**config.mk**
```make
export PLATFORM = sky130hd
export DESIGN_NAME = point_stream_tx_flat
export DESIGN_NICKNAME = d
export VERILOG_FILES = /design/src/rtl/point_stream_tx_if.sv /design/src/rtl/point_stream_tx.sv /design/src/flat_wrapper.sv
export SDC_FILE = /design/constraint.sdc
export NUM_CORES = 1
export LEC_CHECK = 0
export CAP_MARGIN = 40
export CORE_ASPECT_RATIO = 0.7
export CORE_MARGIN = 2
export CORE_UTILIZATION = 48
export CTS_CLUSTER_DIAMETER = 150
export CTS_CLUSTER_SIZE = 25
export DETAILED_ROUTE_END_ITERATION = 10
export PLACE_DENSITY = 0.81
export SLEW_MARGIN = 20
export SYNTH_ARGS = -nofsm -noshare
export SYNTH_HDL_FRONTEND = slang
export SYNTH_SLANG_ARGS = --single-unit
```
**constraint.sdc**
```tcl
create_clock -name clk -period 2.45 [get_ports clk]
set_clock_uncertainty 0.05 [all_clocks]
set_input_delay 0.735 -clock clk [delete_from_list [all_inputs] [get_ports clk]]
set_output_delay 0.735 -clock clk [all_outputs]
set_load 0.03 [all_outputs]
```
**src/rtl/point_stream_tx_if.sv**
```systemverilog
// point_stream_tx_if: point-in / coordinate-word-out handshake bundle
interface point_stream_tx_if #(
  parameter int WORD_BITS = 32
);
  logic                   in_valid;
  logic                   in_ready;
  logic [3*WORD_BITS-1:0] in_point;
  logic                   in_last;
  logic                   out_valid;
  logic                   out_ready;
  logic [WORD_BITS-1:0]   out_word;
  logic [1:0]             out_lane;
  logic                   out_last;
  modport master (
    output in_valid, in_point, in_last, out_ready,
    input  in_ready, out_valid, out_word, out_lane, out_last
  );
  modport slave (
    input  in_valid, in_point, in_last, out_ready,
    output in_ready, out_valid, out_word, out_lane, out_last
  );
endinterface

```
**src/rtl/point_stream_tx.sv**
```systemverilog
// point_stream_tx: serializes a 3-coordinate point into x, y, z words with lane tags
module point_stream_tx #(
  parameter int WORD_BITS  = 32,
  parameter int COUNT_BITS = 16
) (
  input  logic                  clk,
  input  logic                  rst,
  point_stream_tx_if.slave      bus,
  output logic [COUNT_BITS-1:0] points_sent,
  output logic                  busy
);
  typedef enum logic [1:0] {IDLE, SEND_X, SEND_Y, SEND_Z} state_t;
  state_t                 state;
  logic [3*WORD_BITS-1:0] hold;
  logic                   hold_last;
  logic                   in_hs;
  logic                   out_hs;
  assign bus.in_ready = !rst && (state == IDLE || (state == SEND_Z && bus.out_ready));
  assign in_hs        = bus.in_valid && bus.in_ready;
  assign out_hs       = bus.out_valid && bus.out_ready;
  // Outputs decode only registered state and the hold register, so no input reaches them combinationally
  always_comb begin
    bus.out_valid = state != IDLE;
    busy          = state != IDLE;
    bus.out_word  = state == SEND_X ? hold[3*WORD_BITS-1:2*WORD_BITS] :
                    state == SEND_Y ? hold[2*WORD_BITS-1:WORD_BITS] :
                    state == SEND_Z ? hold[WORD_BITS-1:0] : '0;
    bus.out_lane  = state == SEND_Y ? 2'd1 : state == SEND_Z ? 2'd2 : 2'd0;
    bus.out_last  = state == SEND_Z && hold_last;
  end
  // FSM: load on input handshake, step x->y->z on output handshakes, reload straight from z when a new point arrives
  always_ff @(posedge clk) begin
    if (rst) begin
      state       <= IDLE;
      hold        <= '0;
      hold_last   <= 1'b0;
      points_sent <= '0;
    end else begin
      if (in_hs) begin
        hold      <= bus.in_point;
        hold_last <= bus.in_last;
      end
      if (out_hs && state == SEND_Z) points_sent <= points_sent + 1'b1;
      state <= in_hs              ? SEND_X :
               !out_hs            ? state  :
               state == SEND_X    ? SEND_Y :
               state == SEND_Y    ? SEND_Z : IDLE;
    end
  end
endmodule

```
**src/flat_wrapper.sv**
```systemverilog
// flat-port wrapper written by rule: the top's interface ports become plain ports
module point_stream_tx_flat 
#(
  parameter int WORD_BITS  = 32,
  parameter int COUNT_BITS = 16
)
  (clk, rst, points_sent, busy, bus_in_valid, bus_in_point, bus_in_last, bus_out_ready, bus_in_ready, bus_out_valid, bus_out_word, bus_out_lane, bus_out_last);
  point_stream_tx_if #(.WORD_BITS(WORD_BITS)) bus_i ();
  input  logic clk;
  input  logic rst;
  output logic [COUNT_BITS-1:0] points_sent;
  output logic busy;
  input wire logic [$bits(bus_i.in_valid)-1:0] bus_in_valid;
  input wire logic [$bits(bus_i.in_point)-1:0] bus_in_point;
  input wire logic [$bits(bus_i.in_last)-1:0] bus_in_last;
  input wire logic [$bits(bus_i.out_ready)-1:0] bus_out_ready;
  output wire logic [$bits(bus_i.in_ready)-1:0] bus_in_ready;
  output wire logic [$bits(bus_i.out_valid)-1:0] bus_out_valid;
  output wire logic [$bits(bus_i.out_word)-1:0] bus_out_word;
  output wire logic [$bits(bus_i.out_lane)-1:0] bus_out_lane;
  output wire logic [$bits(bus_i.out_last)-1:0] bus_out_last;
  assign bus_i.in_valid = bus_in_valid;
  assign bus_i.in_point = bus_in_point;
  assign bus_i.in_last = bus_in_last;
  assign bus_i.out_ready = bus_out_ready;
  assign bus_in_ready = bus_i.in_ready;
  assign bus_out_valid = bus_i.out_valid;
  assign bus_out_word = bus_i.out_word;
  assign bus_out_lane = bus_i.out_lane;
  assign bus_out_last = bus_i.out_last;
  point_stream_tx #(.WORD_BITS(WORD_BITS), .COUNT_BITS(COUNT_BITS)) u_core (.clk(clk), .rst(rst), .bus(bus_i), .points_sent(points_sent), .busy(busy));
endmodule
```
==> results of run 1 <==
## worst max-delay path: cells and delay by family, from the launching register on
| family | cells | cell delay, ps |
|---|---|---|
| compound gates | 2 | 180 |
| fa+ha+maj | 1 | 170 |
| flops | 1 | 380 |
| simple gates | 2 | 180 |
| buf+inv | 2 | 420 |
## per-layer routing
metal	part of all wire	global-route usage	vias to the layer above
met5	0	0	-
met4	0.026	0.1096	0
met3	0.071	0.06301	41
met2	0.48	0.4693	239
met1	0.43	0.3580	2597
li1	-	-	2623
## power by group through the flow
stage | clock network (mW) | logic (mW) | registers, mW
final | 2.63 | 0.913 | 2.12
after global routing | 2.75 | 0.979 | 2.14
after CTS | 2.63 | 0.848 | 2.12
after detailed placement | 0 | 0.778 | 2.14
after global placement | 0 | 0.761 | 2.13
after floorplan | 0 | 0.434 | 2.12
## repair_timing
action                                  4_1_cts  5_1_grt
gates cloned                                  5        2
gates resized for setup                      92       19
buffers inserted                              3        3
pin swaps                                     8        4
hold endpoints to repair                      0        0
endpoints found under the setup margin       37       35
## Yosys cell counts, types with 2 or more instances
cell type	count
o21ai_0	93
dfxtp_1	115
buf_2	13
nand2_1	163
and3_1	2
buf_1	2
buf_4	6
nor2_1	50
nand4_1	6
nand3_1	4
a21o_1	2
nand2b_1	97
xnor2_1	5
inv_1	5
o21ai_1	37
nor3_1	4
xor2_1	5
and2_1	3
clkbuf_1	31
buf_6	2
nor2b_1	2
a21oi_1	37
nor4_1	2
nand4b_1	2
ha_1	6
## through the flow
step / util / TNS [ps] / power, mW / instances
after floorplan: - / 0 / 2.553 / 706
after global placement: 0.6738 / 0 / 2.893 / 978
after detailed placement: 0.6738 / -136.4 / 2.919 / 978
after CTS: 0.7834 / -689.5 / 5.594 / 1018
after global routing: 0.7944 / -3020 / 5.863 / 1024
final: 0.7944 / -1253 / 5.669 / 1024
## registers in the layout, summed over array words and instances, names as in the netlist
signal	flops
u_core.hold	96
u_core.hold_last	1
u_core.points_sent	16
u_core.state	2
## final timing paths
check,endpoint,slack (ps),depth (start not counted),startpoint
min,u_core.hold[45]$_SDFFE_PP0P_,420,2,u_core.hold[45]$_SDFFE_PP0P_
max,bus_out_word[1],-90,7,u_core.state[0]$_SDFFE_PP0P_
min reg2reg,u_core.hold[45]$_SDFFE_PP0P_,420,2,u_core.hold[45]$_SDFFE_PP0P_
max reg2reg,u_core.hold[95]$_SDFFE_PP0P_,270,11,u_core.state[0]$_SDFFE_PP0P_
## area by class of cell
class	instances	area, µm²
Tap cell	148	185.2
Clock buffer	19	442.9
Inverter	5	21.27
Clock inverter	13	183.9
Multi-Input combinational cell	532	3075
Sequential cell	115	2310
Timing Repair Buffer	191	2130
Fill cell	678	2161
Antenna cell	1	2.502
## cell usage in the layout, fill, tap and decap left out, drive strengths merged, types with 3 or more instances in the layout
cell type	Yosys	layout
bufinv	0	4
and2	3	3
xor2	5	5
nand4	7	7
xnor2	5	5
clkbuf	31	22
dfxtp	115	115
clkinv	0	3
nand2b	97	97
a21oi	38	38
clkinvlp	0	6
nand3	4	4
clkdlybuf4s50	0	115
nor3	4	4
ha	6	6
inv	5	5
buf	23	70
nand2	163	163
nor2	50	50
o21ai	130	130
nor4	3	3
## logic make-up (layout without fill, tap and decap cells)
logic type | Yosys count | in the layout | share of synthesized area
compound gates | 172 | 172 | 0.1662
xor+xnor | 10 | 10 | 0.01662
fa+ha+maj | 6 | 6 | 0.01424
buf+inv | 59 | 228 | 0.05223
flops | 115 | 115 | 0.4368
mux | 2 | 2 | 0.004036
other cells | 0 | 1 | 0
simple gates | 342 | 342 | 0.3098
==> flow_summary.toml, run 1 <==
[outcome]
violations = "negative setup slack"
status = "finished, violations left"

[global_routing]
grt_pass1_wl_um = 26500
grt_pass1_vias = 5410
gr-total-overflow = 0
grt_start_max_net_pins = 100
grtUsageTotal = 0.2828
antenna_found_initial = 1

[layout]
fin_area_um2 = 8351
syn_to_final_growth_pct = 58.45
nets = 969
drive_gt1_frac = 0.2194

[placement]
portBuffers = 154
post-place-ws_ps = -19.90
gp_congestion = 0.9033
hpwl_um = 9909
placed_cell_area_um2 = 7083

[sta]
setup_viol_count_final = 31
holdWs_ps = 417.3
rsz0062_at_grt = "yes"
fmax_mhz = 393.0
hold_viol = 0
relSlewSlack = 0.5033
drv_slew = 0
layout_min_cycle_time_ps = 2544
fin_crit_sh = 1.038
worst_slew_pin_slew_ps = 745.1
setup_ws_ps = -94.23

[synthesis]
synth_top_flop_cell = "dfxtp_1"
synth_area_um2 = 5270
synth_top_area_cell = "dfxtp_1"
yosys_register_bits = 115
synth_edf_count = 0
synth_cell_types = 37
synth_top_area_share = 0.4368
syn-instance-count = 706
syn_avg_cell_area_um2 = 7.465
synth_area_leaders = "dfxtp_1 44%, nand2_1 12%, nand2b_1 12%"
yosysSeqAreaShare = 0.4368
syn_nets = 813
ys.warnings.count = 0
synth-async-reset-ratio = 0

[worst_setup_path]
critPathSlowestCell = "dfxtp_4"
slowest_delay_ps = 380
cp-end-kind = "output pin"
crit_chain = "ha_4, bufbuf_16, nand2_1, nor2_2, a21oi_2, o21ai_2, buf_6"
critPathLaunchType = "flop"
arrival_ps = 1760
worst_ep_required_time_ps = 1660
critPathKind = "flop to output pin"
cp_max_fo = 7

[power]
clkPwrFrac = 0.464
p_per_area_nw_per_um2 = 678.9
p_sw_mw = 1.470
irDropWorstVdd_mv = 0.5929
sw_frac_of_total = 0.2592
seqPwrFrac = 0.375
cellLeakagePower_nw = 3.118
p_comb_frac = 0.161
internal-power_mw = 4.200

[clocking]
cts_hold_buffers = 0
cts_buffer_depth = 2
clock-root-buffer = "clkbuf_16"
cts_tree = "built"
clk_latency_ps = 410
h-tree-depth = 4
cts.sink_count = 115
clk_pin_slew_ps = 60
cts_buffers = 17

[drt]
dr.pass1.iters = 5
routed_wl_um = 17200
via_per_inst = 5.371
vias = 5500
drt.antenna.violating_nets = 0
remaining_drc_errors = 0
wire_per_inst_um = 16.80
drt_iter0_markers = 352

[floorplanning]
core-area_um2 = 10510
initial_core_util = 0.5014
io_pins = 155
die-area_um2 = 11850
num_rows = 31
die-height_um = 91.67
die_x_um = 129.2

[run]
max_cap_violations = 0

[min_path]
hp-class = "flop to flop"
No activity file was read; power rests on OpenSTA's default activity.
==> run 2, diff against run 1 <==
--- a/config.mk
+++ b/config.mk
@@ -12,6 +12,8 @@
 export CTS_CLUSTER_DIAMETER = 150
 export CTS_CLUSTER_SIZE = 25
 export DETAILED_ROUTE_END_ITERATION = 10
+export HOLD_SLACK_MARGIN = 0.06
+export MAX_ROUTING_LAYER = met4
 export PLACE_DENSITY = 0.81
 export SLEW_MARGIN = 20
 export SYNTH_ARGS = -nofsm -noshare
==> run 2 against run 1 <==
The run still ends with negative setup slack left. Count of clock-buffer cells in the layout unchanged. Fmax about the same. Core utilization unchanged. Final cell count unchanged. First-iteration DRC count up 2.0%. Critical path type unchanged.
==> flow_summary.toml, run 2 (same netlist as run 1, synthesis figures left out) <==
[outcome]
status = "finished, violations left"
violations = "negative setup slack"

[drt]
drt_iter0_markers = 359
wire_per_inst_um = 16.82
dr.pass1.iters = 4
via_per_inst = 5.403
remaining_drc_errors = 0
drt.antenna.violating_nets = 0
vias = 5533
routed_wl_um = 17220

[power]
finalPower_mw = 5.669
seqPwrFrac = 0.375
clkPwrFrac = 0.464
p_per_area_nw_per_um2 = 678.9
p_comb_frac = 0.161
sw_frac_of_total = 0.2592
cellLeakagePower_nw = 3.118
internal-power_mw = 4.200
p_sw_mw = 1.469
irDropWorstVdd_mv = 0.5922

[layout]
final_cell_mix = "160 x nand2_1, 115 x clkdlybuf4s50_1, 113 x dfxtp_1"
syn_to_final_growth_pct = 58.45
nets = 969
drive_gt1_frac = 0.2194
fin_cells = 1024
post-route-util = 0.7944
regMostFlops = "u_core.hold"
fin_area_um2 = 8351
reg_top3 = "u_core.hold (96), u_core.points_sent (16), u_core.state (2)"
largest_reg_flops = 96
final_common_cell = "nand2_1"

[clocking]
clock-root-buffer = "clkbuf_16"
clk_latency_ps = 420
clk_pin_slew_ps = 60
cts.sink_count = 115
cts_hold_buffers = 0
cts_buffers = 17
cts_buffer_depth = 2
cts_tree = "built"
h-tree-depth = 4

[sta]
layout_min_cycle_time_ps = 2546
rsz0062_at_grt = "yes"
worst_slew_pin_slew_ps = 751.3
tns_ps = -1294
setup_ws_ps = -95.88
holdWs_ps = 419.0
fin_crit_sh = 1.039
relSlewSlack = 0.4991
setup_viol_count_final = 31
drv_slew = 0
fmax_mhz = 392.8
hold_viol = 0

[floorplanning]
initial_core_util = 0.5014
num_rows = 31
die-height_um = 91.67
die_x_um = 129.2
die-area_um2 = 11850
io_pins = 155
core-area_um2 = 10510

[global_routing]
gr-total-overflow = 0
antenna_found_initial = 1
grt_pass1_vias = 5410
grtUsageTotal = 0.2914
grt_start_max_net_pins = 100
grt_pass1_wl_um = 26520

[worst_setup_path]
arrival_ps = 1760
worst_ep_required_time_ps = 1660
cp_max_fo = 7
cp-end-kind = "output pin"
critPathKind = "flop to output pin"
critPathLaunchType = "flop"

[placement]
portBuffers = 154
placed_cell_area_um2 = 7083
gp_congestion = 0.9188
place_inst = 978
post-place-ws_ps = -19.90
hpwl_um = 9909

[min_path]
hp-class = "flop to flop"

[run]
max_cap_violations = 0
run 2: cell counts in the layout (fill, tap and decap cells not counted):
No cell type changed its count.
run 2: timing repair:
action,in CTS,in global routing
pin swaps,8,4
setup endpoints to repair,37,35
gates resized for setup,92,19
cloned,5,2
buffers inserted,3,3
run 2: worst paths after layout:
path,to,slack [ps],from,cells after the start
max reg2reg,u_core.hold[95]$_SDFFE_PP0P_,240,u_core.state[0]$_SDFFE_PP0P_,11
min,u_core.hold[45]$_SDFFE_PP0P_,420,u_core.hold[45]$_SDFFE_PP0P_,2
max,bus_out_word[1],-100,u_core.state[0]$_SDFFE_PP0P_,7
min reg2reg,u_core.hold[45]$_SDFFE_PP0P_,420,u_core.hold[45]$_SDFFE_PP0P_,2
run 2: area by class of cell:
cell class / count / area, µm²
Antenna cell: 1 / 2.502
Timing Repair Buffer: 191 / 2130
Inverter: 5 / 21.27
Clock buffer: 19 / 442.9
Multi-Input combinational cell: 532 / 3075
Sequential cell: 115 / 2310
Fill cell: 678 / 2161
Clock inverter: 13 / 183.9
Tap cell: 148 / 185.2
run 2: power by group through the flow:
stage | Clock, mW | Sequential [mW] | Combinational (mW)
floorplan | 0 | 2.12 | 0.434
global placement | 0 | 2.13 | 0.761
detailed placement | 0 | 2.14 | 0.778
CTS | 2.63 | 2.12 | 0.848
global route | 2.75 | 2.14 | 0.980
finish | 2.63 | 2.12 | 0.914
run 2: metal layers:
layer,part of all wire,global-route usage,wire length (µm)
met4,0.028,0.1123,486
met5,0,-,0
met1,0.42,0.3598,7314
met3,0.071,0.05893,1229
met2,0.48,0.4711,8189
run 2: worst max-delay path, stage by stage, from the launching register on:
cell and delay, ps:
dfxtp_4 380, ha_4 170, bufbuf_16 270, nand2_1 70
nor2_2 110, a21oi_2 50, o21ai_2 130, buf_6 150
